--- src/rtl/sprite_pkg.sv ---
// Shared types for the sprite ROM address stepper.
// Holds the per-button key FSM state encoding.
package sprite_pkg;

    typedef enum logic [2:0] {
        IDLE,
        DEB_DN,
        FIRE,
        HOLD_DLY,
        RPT,
        HOLD_RATE,
        DEB_UP
    } key_state_t;

    localparam int unsigned KEY_CNT_W = 32;

endpackage

--- src/rtl/key_repeat_fsm.sv ---
// Per-button synchroniser, debounce and hold-to-repeat pulse generator.
// Ports: Clk, Reset (sync, active high), key_n (async, active low),
//        pulse (1-cycle step request on press and on each auto-repeat).
module key_repeat_fsm
    import sprite_pkg::*;
#(
    parameter int unsigned DEBOUNCE_CYC = 500000,
    parameter int unsigned REPEAT_DELAY = 25000000,
    parameter int unsigned REPEAT_RATE  = 5000000
) (
    input  logic Clk,
    input  logic Reset,
    input  logic key_n,
    output logic pulse
);

    localparam logic [KEY_CNT_W-1:0] DEB_LAST = KEY_CNT_W'(DEBOUNCE_CYC - 1);
    localparam logic [KEY_CNT_W-1:0] DLY_LAST = KEY_CNT_W'(REPEAT_DELAY - 1);
    localparam logic [KEY_CNT_W-1:0] RPT_LAST = KEY_CNT_W'(REPEAT_RATE - 1);

    logic                 sync_q1;
    logic                 pr;
    key_state_t           state_q;
    key_state_t           state_d;
    logic [KEY_CNT_W-1:0] cnt_q;
    logic [KEY_CNT_W-1:0] cnt_d;

    // sync_q1/pr form the 2-FF synchroniser; pr is active-high press.
    always_ff @(posedge Clk) begin
        if (Reset) begin
            sync_q1 <= 1'b0;
            pr      <= 1'b0;
            state_q <= IDLE;
            cnt_q   <= '0;
        end else begin
            sync_q1 <= ~key_n;
            pr      <= sync_q1;
            state_q <= state_d;
            cnt_q   <= cnt_d;
        end
    end

    always_comb begin
        state_d = state_q;
        cnt_d   = cnt_q;
        pulse   = 1'b0;
        unique case (state_q)
            IDLE: begin
                if (pr) begin
                    state_d = DEB_DN;
                    cnt_d   = '0;
                end
            end
            DEB_DN: begin
                if (!pr)                  state_d = IDLE;
                else if (cnt_q == DEB_LAST) state_d = FIRE;
                else                      cnt_d   = cnt_q + 1'b1;
            end
            FIRE: begin
                pulse   = 1'b1;
                state_d = HOLD_DLY;
                cnt_d   = '0;
            end
            HOLD_DLY: begin
                if (!pr) begin
                    state_d = DEB_UP;
                    cnt_d   = '0;
                end else if (cnt_q == DLY_LAST) begin
                    state_d = RPT;
                end else begin
                    cnt_d = cnt_q + 1'b1;
                end
            end
            RPT: begin
                pulse   = 1'b1;
                state_d = HOLD_RATE;
                cnt_d   = '0;
            end
            HOLD_RATE: begin
                if (!pr) begin
                    state_d = DEB_UP;
                    cnt_d   = '0;
                end else if (cnt_q == RPT_LAST) begin
                    state_d = RPT;
                end else begin
                    cnt_d = cnt_q + 1'b1;
                end
            end
            DEB_UP: begin
                // A bounce back to pressed restarts the release timer.
                if (pr)                   cnt_d   = '0;
                else if (cnt_q == DEB_LAST) state_d = IDLE;
                else                      cnt_d   = cnt_q + 1'b1;
            end
            default: state_d = IDLE;
        endcase
    end

endmodule

--- src/rtl/sprite_addr_stepper.sv ---
// Sprite ROM address stepper driven by inc/dec push buttons.
// Ports: Clk, Reset (sync, active high), key_inc_n/key_dec_n (active low),
//        enable, load_en, load_addr -> address, step_valid, wrapped.
module sprite_addr_stepper
    import sprite_pkg::*;
#(
    parameter int unsigned ADDR_W       = 11,
    parameter int unsigned ADDR_MAX     = 2047,
    parameter int unsigned STEP         = 1,
    parameter int unsigned WRAP         = 1,
    parameter int unsigned DEBOUNCE_CYC = 500000,
    parameter int unsigned REPEAT_DELAY = 25000000,
    parameter int unsigned REPEAT_RATE  = 5000000
) (
    input  logic              Clk,
    input  logic              Reset,
    input  logic              key_inc_n,
    input  logic              key_dec_n,
    input  logic              enable,
    input  logic              load_en,
    input  logic [ADDR_W-1:0] load_addr,
    output logic [ADDR_W-1:0] address,
    output logic              step_valid,
    output logic              wrapped
);

    typedef logic [ADDR_W-1:0] addr_t;
    typedef logic [ADDR_W:0]   addr_x_t;

    // One extra bit so address+STEP and address+ADDR_MAX+1 never overflow.
    localparam addr_x_t MAX_X  = addr_x_t'(ADDR_MAX);
    localparam addr_x_t STEP_X = addr_x_t'(STEP);
    localparam addr_x_t SPAN_X = addr_x_t'(ADDR_MAX + 1);

    logic    inc_pulse;
    logic    dec_pulse;
    addr_x_t addr_x;
    addr_x_t inc_x;
    logic    inc_over;
    logic    dec_under;
    logic    load_over;
    logic    do_step;
    logic    do_load;
    logic    do_inc;
    logic    do_dec;
    addr_t   addr_d;
    logic    valid_d;
    logic    wrap_d;

    key_repeat_fsm #(
        .DEBOUNCE_CYC (DEBOUNCE_CYC),
        .REPEAT_DELAY (REPEAT_DELAY),
        .REPEAT_RATE  (REPEAT_RATE)
    ) u_key_inc (
        .Clk   (Clk),
        .Reset (Reset),
        .key_n (key_inc_n),
        .pulse (inc_pulse)
    );

    key_repeat_fsm #(
        .DEBOUNCE_CYC (DEBOUNCE_CYC),
        .REPEAT_DELAY (REPEAT_DELAY),
        .REPEAT_RATE  (REPEAT_RATE)
    ) u_key_dec (
        .Clk   (Clk),
        .Reset (Reset),
        .key_n (key_dec_n),
        .pulse (dec_pulse)
    );

    assign addr_x    = {1'b0, address};
    assign inc_x     = addr_x + STEP_X;
    assign inc_over  = inc_x > MAX_X;
    assign dec_under = addr_x < STEP_X;
    assign load_over = {1'b0, load_addr} > MAX_X;

    // Both buttons on the same cycle cancel out.
    assign do_step = enable & (inc_pulse ^ dec_pulse);
    assign do_load = load_en;
    assign do_inc  = ~load_en & do_step & inc_pulse;
    assign do_dec  = ~load_en & do_step & dec_pulse;

    always_comb begin
        addr_d  = address;
        valid_d = 1'b0;
        wrap_d  = 1'b0;
        unique case (1'b1)
            do_load: begin
                addr_d = load_over ? addr_t'(MAX_X) : load_addr;
            end
            do_inc: begin
                valid_d = 1'b1;
                wrap_d  = inc_over;
                if (!inc_over)      addr_d = addr_t'(inc_x);
                else if (WRAP != 0) addr_d = addr_t'(inc_x - SPAN_X);
                else                addr_d = addr_t'(MAX_X);
            end
            do_dec: begin
                valid_d = 1'b1;
                wrap_d  = dec_under;
                if (!dec_under)     addr_d = addr_t'(addr_x - STEP_X);
                else if (WRAP != 0) addr_d = addr_t'(addr_x + SPAN_X - STEP_X);
                else                addr_d = '0;
            end
            default: ;
        endcase
    end

    always_ff @(posedge Clk) begin
        if (Reset) begin
            address    <= '0;
            step_valid <= 1'b0;
            wrapped    <= 1'b0;
        end else begin
            address    <= addr_d;
            step_valid <= valid_d;
            wrapped    <= wrap_d;
        end
    end

endmodule

--- config.mk ---
export PLATFORM = sky130hd
export DESIGN_NAME = sprite_addr_stepper
export DESIGN_NICKNAME = d
export VERILOG_FILES = /design/src/rtl/sprite_pkg.sv /design/src/rtl/key_repeat_fsm.sv /design/src/rtl/sprite_addr_stepper.sv
export SDC_FILE = /design/constraint.sdc
export NUM_CORES = 1
export LEC_CHECK = 0
export CELL_PAD_IN_SITES_DETAIL_PLACEMENT = 1
export CELL_PAD_IN_SITES_GLOBAL_PLACEMENT = 1
export CORE_MARGIN = 5
export CORE_UTILIZATION = 35
export DETAILED_ROUTE_END_ITERATION = 16
export PLACE_DENSITY_LB_ADDON = 0.1
export RECOVER_POWER = 100
export SYNTH_ARGS = -nofsm -noshare
export SYNTH_HDL_FRONTEND = slang
export SYNTH_HIERARCHICAL = 1
export SYNTH_SLANG_ARGS = --single-unit
--- constraint.sdc ---
create_clock -name Clk -period 2.5 [get_ports Clk]
set_input_delay 0.25 -clock Clk [delete_from_list [all_inputs] [get_ports Clk]]
set_output_delay 0.25 -clock Clk [all_outputs]
set_load 0.01 [all_outputs]
==> results of run 1 <==
-- repair_timing --
action | 4_1_cts | 5_1_grt
endpoints found under the setup margin | 16 | 40
setup buffers | 0 | 1
hold endpoints to repair | 0 | 0
resized for setup | 2 | 11
pin swaps | 0 | 1
-- layout make-up --
cell class                 count  area, um^2  share of cell area [%]
inverter                      17       63.81                  0.9274
sequential                    87        1743                   25.33
clock buffer                  11       232.7                   3.382
multi-input combinational    583        3837                   55.77
timing repair buffer          80       680.7                   9.893
clock inverter                 4       47.55                  0.6910
tap                          220       275.3                   4.001
-- cells by family after synthesis --
group	after synthesis
AOI/OAI and AO/OA	192
xor gates and xnor gates	10
adders and majority gates	4
buffers and inverters	61
DFF	87
muxes	17
and+or+nand+nor	360
-- flip-flops by register name (all words and copies together) (netlist names), 3 cells and up --
signal             count
u_key_dec/cnt_q       32
address               11
u_key_dec/state_q      3
u_key_inc/cnt_q       32
u_key_inc/state_q      3
-- power breakdown --
| group | leakage, nW | switching, W | internal, W | total, W |
|---|---|---|---|---|
| clock network | 0.135 | 0.000592 | 0.000768 | 0.00136 |
| registers | 0.705 | 0.0000403 | 0.00140 | 0.00144 |
| logic | 1.49 | 0.000166 | 0.000128 | 0.000294 |
| total | 2.33 | 0.000797 | 0.00230 | 0.00310 |
-- worst max-delay path: cells and delay by family (launching register included) --
kind                     cells  cell delay (ns)
flip-flops                   1             0.35
AO/OA/AOI/OAI                3             0.87
adder cells (fa/ha/maj)      1             0.21
AND/OR/NAND/NOR              3             0.63
buffers and inverters        1             0.23
-- routing by layer --
layer  share of wire [%]  up-vias
met5                   0        -
met4                 1.6        0
met3                 3.2       19
met2                  49       83
met1                  46     2944
li1                    -     2891
-- worst max-delay path by stage --
stage                                     end  slack [ns]  cells past startpoint
after floorplan            u_key_dec/cnt_q[8]        0.32                      8
after global placement    u_key_inc/cnt_q[13]       -0.04                      7
after detailed placement  u_key_inc/cnt_q[13]       -0.18                      7
after CTS                 u_key_inc/cnt_q[31]      -0.006                      8
after global routing       u_key_inc/cnt_q[7]       0.005                      8
final                      u_key_inc/cnt_q[7]        0.11                      8
-- per-stage QoR --
stage,area [um^2],cells,setup WS (ns)
6_report,6880,1002,0.1080
5_1_grt,6880,1002,0.004971
4_1_cts,6824,1001,-0.006287
3_5_place_dp,6530,986,-0.1843
3_3_place_gp,6530,986,-0.03635
2_1_floorplan,5803,731,0.3240
-- cell usage in the layout (no fill, tap or decap), types with 7 or more instances in the layout --
| cell | instances |
|---|---|
| dfxtp_1 | 86 |
| nand2_1 | 81 |
| nor2_1 | 62 |
| buf_4 | 50 |
| nand3_1 | 41 |
| a21oi_1 | 36 |
| nand4_1 | 29 |
| nor3_1 | 22 |
| o21ai_0 | 18 |
| o31ai_1 | 18 |
| inv_1 | 17 |
| and3_1 | 17 |
| mux2i_1 | 15 |
| clkdlybuf4s50_1 | 15 |
| and2_1 | 13 |
| dlygate4sd3_1 | 13 |
| a211oi_1 | 12 |
| nor4_1 | 12 |
| o21ai_1 | 12 |
| and4_1 | 11 |
| clkbuf_16 | 9 |
| o21a_1 | 8 |
| o211ai_1 | 8 |
| a21o_1 | 7 |
| nor4b_1 | 7 |
| a22oi_1 | 7 |
==> results.json, run 1 <==
{
  "holdBufCountCts": 0,
  "synth_edf_count": 0,
  "status": "completed",
  "path_clk_slew_ns": 0.07,
  "grt_max_degree": 25,
  "end_kind": "flop",
  "cp_max_fo": 7,
  "max_freq_mhz": 418.1,
  "vias": 5937,
  "arrival_ns": 2.64,
  "routed_via_density": 5.925,
  "powerDensity_nw_per_um2": 450.1,
  "synth_commonest_cells": "87 x dfxtp_1, 82 x nand2_1, 62 x nor2_1",
  "crit_type": "flop to flop",
  "ant_nets": 0,
  "synth_fa_ha_area_share_pct": 0.8624,
  "grt_first_pass_wirelength_um": 31320,
  "max-cap-violations": 0,
  "grtUsageMet1_pct": 25.31,
  "gr-usage-met2_pct": 33.11,
  "core-area_um2": 16410,
  "tns_ns": 0,
  "hold_violations": 0,
  "fill_cells": 1972,
  "io_pins": 30,
  "ys_ff_latch": 87,
  "globalplace.congestion": 0.8691,
  "power_leakage_nw": 2.329,
  "skew_ns": 0.01053,
  "drcViolationCount": 0,
  "wl_per_cell_um": 18.79,
  "min_to": "u_key_inc/cnt_q[19]",
  "yosys_most_used_dff": "dfxtp_1",
  "yosys.area.top_type": "dfxtp_1",
  "worst_hold_slack_ns": 0.4045,
  "synth_compound_area_share_pct": 24.49,
  "post-dp-hpwl_um": 13920,
  "diodes": 0,
  "synth_cells": 731,
  "hold_path_class": "input pin to flop",
  "ir_drop_uv": 339.8,
  "r2r_slack_ns": 0.11,
  "rsz0062_at_grt": "false",
  "synthXorXnorAreaFrac_pct": 1.509,
  "crit_path_start_kind": "flop",
  "synthDominantCellAreaShare_pct": 30.01,
  "cts_tree": "built",
  "ys_warn_count": 6,
  "worstPathRequired_ns": 2.75,
  "area_growth_syn_to_layout_pct": 18.56,
  "wirelength_um": 18830,
  "r2r-start": "u_key_inc/cnt_q[1]",
  "max_slew.worst_pin.slew_ns": 0.8712,
  "final_layout_size_suffix_gt1_share_pct": 13.68,
  "slew_viol_final": 0,
  "worstRegToRegCells": 8,
  "synth_area_leaders": "dfxtp_1 30%, nand2_1 5.3%, nor2_1 4.0%, nand3_1 3.4%, nand4_1 3.1%",
  "layout.nets": 799,
  "insertion_delay_ns": 0.35,
  "first_pass_iters": 4,
  "syn-num-nets": 752,
  "die_h_um": 138.8,
  "clkSinkCount": 87,
  "path_cells": "ha_1 -> and4_2 -> nand4_2 -> a2111oi_4 -> buf_4 -> nor2_1 -> o21a_1 -> o32ai_1",
  "grt_overflow": 0,
  "grt_pass1_vias": 6047,
  "avgSynthCellArea_um2": 7.939,
  "hold_start": "Reset",
  "start_util_pct": 35.37,
  "synthesis.area_um2": 5803,
  "synth_most_common_cell": "dfxtp_1",
  "cts_buffers": 9,
  "grtUsageMet3_pct": 2.586,
  "synth-simple-area-share_pct": 35.23,
  "grt_busiest_layer": "met2",
  "synth_top_family_by_area": "simple AND/OR/NAND/NOR gates",
  "finalCritPeriodShare_pct": 95.68,
  "grtUsageTotal_pct": 19.40,
  "yosys.cell_types.count": 75,
  "antenna_found_initial": 0,
  "period_minus_slack_ns": 2.392,
  "slew-limit-headroom_pct": 41.92,
  "clockBufferDepth": 2,
  "clockRootBuffer": "clkbuf_16",
  "setup_violations": 0,
  "yosysSeqAreaShare_pct": 30.01,
  "crit_slowest_cell": "a2111oi_4",
  "drtIter0Drc": 329,
  "h-tree-depth": 3,
  "die-area_um2": 19260,
  "row_count": 47,
  "portBuffers": 29,
  "startpoint": "u_key_inc/cnt_q[1]",
  "final_core_util_pct": 41.94,
  "postSynth.asyncResetShare_pct": 0,
  "cpPeakStageDelay_ns": 0.45,
  "synth.area.mux_share_pct": 2.975,
  "die_w_um": 138.8,
  "r2r_end": "u_key_inc/cnt_q[7]",
  "power_w": 0.003097,
  "holdPathStages": 2
}
No activity file was read; power rests on OpenSTA's default activity.
==> run 2: changes to the inputs <==
- CTS_BUF_LIST: default -> sky130_fd_sc_hd__clkbuf_4 sky130_fd_sc_hd__clkbuf_8 sky130_fd_sc_hd__clkbuf_16
==> results.json, run 2 (synthesized netlist as in run 1, its figures left out) <==
{
  "drcViolationCount": 0,
  "stdcell_count": 1002,
  "end_kind": "flop",
  "r2r_slack_ns": 0.11,
  "h-tree-depth": 3,
  "vias": 5975,
  "min_to": "u_key_inc/cnt_q[19]",
  "post-dp-hpwl_um": 13920,
  "status": "completed",
  "setup_violations": 0,
  "r2r-start": "u_key_inc/cnt_q[1]",
  "finalCritPeriodShare_pct": 95.79,
  "ir_drop_uv": 339.6,
  "clockRootBuffer": "clkbuf_16",
  "row_count": 47,
  "insertion_delay_ns": 0.35,
  "final_common_cell": "dfxtp_1",
  "final_core_util_pct": 41.98,
  "cp_max_fo": 7,
  "start_util_pct": 35.37,
  "layout.nets": 799,
  "grt_first_pass_wirelength_um": 31320,
  "cts_buffers": 9,
  "holdBufCountCts": 0,
  "grt_max_degree": 25,
  "crit_type": "flop to flop",
  "max_freq_mhz": 417.6,
  "r2r_end": "u_key_inc/cnt_q[7]",
  "final_cell_mix": "86 x dfxtp_1, 81 x nand2_1, 62 x nor2_1",
  "path_clk_slew_ns": 0.07,
  "final_layout_size_suffix_gt1_share_pct": 13.94,
  "die-area_um2": 19260,
  "slew-limit-headroom_pct": 41.63,
  "reg.largest.list": "u_key_dec/cnt_q x32, u_key_inc/cnt_q x32, address x11",
  "grt_overflow": 0,
  "holdPathStages": 2,
  "core-area_um2": 16410,
  "globalplace.congestion": 0.8691,
  "rsz0062_at_grt": "false",
  "die_w_um": 138.8,
  "wl_per_cell_um": 18.81,
  "diodes": 0,
  "hold_violations": 0,
  "cts_tree": "built",
  "skew_ns": 0.01070,
  "grt_pass1_vias": 6047,
  "drtIter0Drc": 321,
  "wirelength_um": 18850,
  "worstPathRequired_ns": 2.75,
  "max_slew.worst_pin.slew_ns": 0.8755,
  "power_w": 0.003119,
  "clkSinkCount": 87,
  "slew_viol_final": 0,
  "hold_start": "Reset",
  "arrival_ns": 2.65,
  "max-cap-violations": 0,
  "crit_path_start_kind": "flop",
  "grtUsageTotal_pct": 19.40,
  "powerDensity_nw_per_um2": 452.8,
  "portBuffers": 29,
  "ant_nets": 0,
  "worstRegToRegCells": 8,
  "dp.cells": 986,
  "io_pins": 30,
  "first_pass_iters": 4,
  "die_h_um": 138.8,
  "hold_path_class": "input pin to flop",
  "antenna_found_initial": 0,
  "area_growth_syn_to_layout_pct": 18.69,
  "clockBufferDepth": 2,
  "period_minus_slack_ns": 2.395,
  "routed_via_density": 5.963,
  "power_leakage_nw": 2.336
}
## run 2: cell counts in the layout (fill, tap and decap cells not counted)
No cell type changed its count.
## run 2: area by class of cell
cell class / count / area [um^2]
Inverter: 17 / 63.81
Tap cell: 220 / 275.3
Fill cell: 1972 / 9519
Timing Repair Buffer: 80 / 680.7
Clock inverter: 4 / 47.55
Multi-Input combinational cell: 583 / 3837
Clock buffer: 11 / 240.2
Sequential cell: 87 / 1743
## run 2: worst max-delay path by stage
| stage | depth (start not counted) | slack [ns] | to | startpoint |
|---|---|---|---|---|
| after CTS | 8 | -0.006 | u_key_inc/cnt_q[31] | u_key_inc/cnt_q[0] |
| after global placement | 7 | -0.04 | u_key_inc/cnt_q[13] | u_key_inc/cnt_q[0] |
| final | 8 | 0.11 | u_key_inc/cnt_q[7] | u_key_inc/cnt_q[1] |
| after detailed placement | 7 | -0.18 | u_key_inc/cnt_q[13] | u_key_inc/cnt_q[0] |
| after global routing | 8 | 0.005 | u_key_inc/cnt_q[7] | u_key_inc/cnt_q[0] |
| after floorplan | 8 | 0.32 | u_key_dec/cnt_q[8] | u_key_dec/cnt_q[0] |
## run 2: stage by stage
stage                     cell area [um^2]  setup TNS, ns  hold WS (ns)  setup WS (ns)
after floorplan                       5803              0        0.3224         0.3240
final                                 6888              0        0.4043         0.1053
after CTS                             6832      -0.006287        0.4132      -0.006287
after detailed placement              6530         -1.139        0.4323        -0.1843
after global placement                6530       -0.06957        0.4163       -0.03635
after global routing                  6888              0        0.4365       0.004971
## run 2: routing by layer
layer,part of all wire [%],GRT usage [%]
met2,49,33.11
met1,47,25.31
met3,2.5,2.586
met5,0,0
met4,1.8,6.437
## run 2: worst max-delay path, stage by stage (launching register included)
cell and delay, ns:
dfxtp_1 0.35, ha_1 0.21, and4_2 0.33, nand4_2 0.17, a2111oi_4 0.45, buf_4 0.23
nor2_1 0.13, o21a_1 0.20, o32ai_1 0.22
## run 2: power breakdown
group / internal [W] / switching, W
sequential: 0.00140 / 0.0000404
clock: 0.000789 / 0.000592
combinational: 0.000128 / 0.000165
total: 0.00232 / 0.000798
## run 2: repair_timing
action / 4_1_cts / 5_1_grt
cloned: 0 / 0
setup buffers: 0 / 1
endpoints found under the setup margin: 16 / 40
hold endpoints to repair: 0 / 0
gates resized for setup: 2 / 11
pin swaps: 0 / 1
==> run 3: changes to the inputs <==
- CTS_CLUSTER_SIZE: default -> 40
- SYNTH_HIERARCHICAL: 1 -> default
==> results.json, run 3 <==
{
  "ys_warn_count": 0,
  "postSynth.asyncResetShare_pct": 0,
  "startpoint": "u_key_inc.cnt_q[5]",
  "antenna_found_initial": 0,
  "vias": 6538,
  "ant_nets": 0,
  "diodes": 0,
  "die-area_um2": 19210,
  "routed_via_density": 6.127,
  "stdcell_count": 1067,
  "synth_edf_count": 0,
  "grtUsageTotal_pct": 21.79,
  "syn-num-nets": 782,
  "core-area_um2": 16410,
  "first_pass_iters": 5,
  "final_core_util_pct": 44.54,
  "slew_viol_final": 0,
  "synth_most_common_cell": "dfxtp_1",
  "powerDensity_nw_per_um2": 468.6,
  "crit_path_start_kind": "flop",
  "cts_tree": "built",
  "worstPathRequired_ns": 2.76,
  "hold_violations": 0,
  "path_clk_slew_ns": 0.07,
  "worstRegToRegCells": 6,
  "h-tree-depth": 3,
  "ir_drop_uv": 312.0,
  "ys_ff_latch": 87,
  "grt_max_degree": 24,
  "period_minus_slack_ns": 2.439,
  "cts_buffers": 9,
  "grt_overflow": 0,
  "yosys.area.top_type": "dfxtp_1",
  "final_area_um2": 7308,
  "crit_type": "flop to flop",
  "clockBufferDepth": 2,
  "holdPathStages": 2,
  "final_cell_mix": "83 x buf_4, 77 x dfxtp_1, 59 x nand2_1",
  "portBuffers": 29,
  "multi_input_area_um2": 3905,
  "status": "completed",
  "yosys.cell_types.count": 80,
  "yosysSeqAreaShare_pct": 30.09,
  "hold_start": "Reset",
  "final_common_cell": "buf_4",
  "wirelength_um": 21790,
  "die_w_um": 138.6,
  "synthDominantCellAreaShare_pct": 30.09,
  "start_util_pct": 35.28,
  "hold_path_class": "input pin to flop",
  "max_slew.worst_pin.slew_ns": 0.7698,
  "insertion_delay_ns": 0.36,
  "slew-limit-headroom_pct": 48.49,
  "arrival_ns": 2.70,
  "grt_first_pass_wirelength_um": 34640,
  "synth_cells": 761,
  "drcViolationCount": 0,
  "cp_max_fo": 5,
  "synthesis.area_um2": 5788,
  "setup_violations": 0,
  "row_count": 47,
  "post-dp-hpwl_um": 15990,
  "area_growth_syn_to_layout_pct": 26.26,
  "synth_area_leaders": "dfxtp_1 30%, a21oi_1 4.2%, nor3_1 3.9%, nand2_1 3.8%, nor2_1 3.8%",
  "worst_hold_slack_ns": 0.3442,
  "io_pins": 30,
  "finalCritPeriodShare_pct": 97.57,
  "dp.cells": 1049,
  "avgSynthCellArea_um2": 7.606,
  "yosys_most_used_dff": "dfxtp_1",
  "drtIter0Drc": 407,
  "max-cap-violations": 0,
  "r2r_slack_ns": 0.06,
  "power_leakage_nw": 2.519,
  "layout.nets": 863,
  "grt_pass1_vias": 6548,
  "die_h_um": 138.6,
  "synth_commonest_cells": "87 x dfxtp_1, 59 x nand2_1, 58 x nor2_1",
  "clockRootBuffer": "clkbuf_16",
  "skew_ns": 0.009235,
  "globalplace.congestion": 0.9001,
  "reg.largest.list": "u_key_dec.cnt_q x32, u_key_inc.cnt_q x32, address x11",
  "final_layout_size_suffix_gt1_share_pct": 19.13,
  "wl_per_cell_um": 20.42,
  "holdBufCountCts": 0,
  "end_kind": "flop",
  "regArea_um2": 1757,
  "fill_cells": 1997,
  "dpl_cell_area_um2": 6833,
  "clkSinkCount": 87,
  "max_freq_mhz": 410.0,
  "r2r-start": "u_key_inc.cnt_q[5]"
}
run 3: changes by cell type after synthesis, sizes merged, moves of 10 or more:
| cell | delta |
|---|---|
| a211oi | +10 |
| a21oi | +13 |
| a31oi | +20 |
| clkbuf | +12 |
| mux2i | -10 |
| nand2 | -22 |
| nand3 | -14 |
| nor3 | +24 |
| o21ai | +10 |
| or3 | +11 |
| or4 | +14 |
run 3: cells by family (layout without fill, tap and decap cells):
group | after synthesis | in the layout | share of synthesized area [%]
XOR/XNOR | 16 | 16 | 2.421
adder cells (fa/ha/maj) | 5 | 5 | 1.038
AND/OR/NAND/NOR | 353 | 353 | 34.07
AO/OA/AOI/OAI | 225 | 225 | 26.42
buffers and inverters | 70 | 156 | 5.101
flip-flops | 87 | 87 | 30.09
multiplexers | 5 | 5 | 0.8647
run 3: critical path, cell delays in order, from the launching register on:
cell and delay (ns):
dfxtp_4 0.36, or4b_1 0.54, or4_4 0.48, or3_4 0.42, o21ai_2 0.19, a22oi_1 0.12
a211oi_1 0.24
run 3: per-stage QoR:
stage	TNS (ns)	total power (W)	setup slack, ns
finish	0	0.003425	0.06070
floorplan	0	0.001831	0.1431
global route	-0.002750	0.003564	-0.001827
global placement	0	0.002069	0.001696
CTS	-0.02725	0.003452	-0.02725
detailed placement	-0.09698	0.002086	-0.05449
run 3: metal layers:
metal	global-route usage [%]	part of all wire (%)	vias to the layer above
met5	0	0	-
met4	6.760	2.0	0
met3	3.483	3.9	42
met2	37.90	49	139
met1	27.70	46	3260
li1	-	-	3097
run 3: path summary, 6_finish.rpt:
kind / end
max reg2reg: u_key_inc.state_q[1]
min: u_key_inc.cnt_q[2]
min reg2reg: u_key_inc.pr
max: u_key_inc.state_q[1]
run 3: power by group:
group	switching (W)	internal [W]	leakage, nW	total, W
clock	0.000645	0.000706	0.131	0.00135
sequential	0.0000370	0.00141	0.710	0.00144
combinational	0.000380	0.000249	1.68	0.000629
run 3: timing repair:
| action | CTS | global route |
|---|---|---|
| resized for setup | 4 | 35 |
| setup endpoints to repair | 8 | 60 |
| setup buffers | 0 | 1 |
| pin swaps | 0 | 4 |
| cloned | 0 | 1 |
run 3: layout make-up:
class / count / area share (%)
Tap cell: 220 / 3.766
Multi-Input combinational cell: 604 / 53.43
Inverter: 22 / 1.130
Sequential cell: 87 / 24.04
Timing Repair Buffer: 118 / 13.75
Clock buffer: 10 / 3.270
Clock inverter: 6 / 0.6163
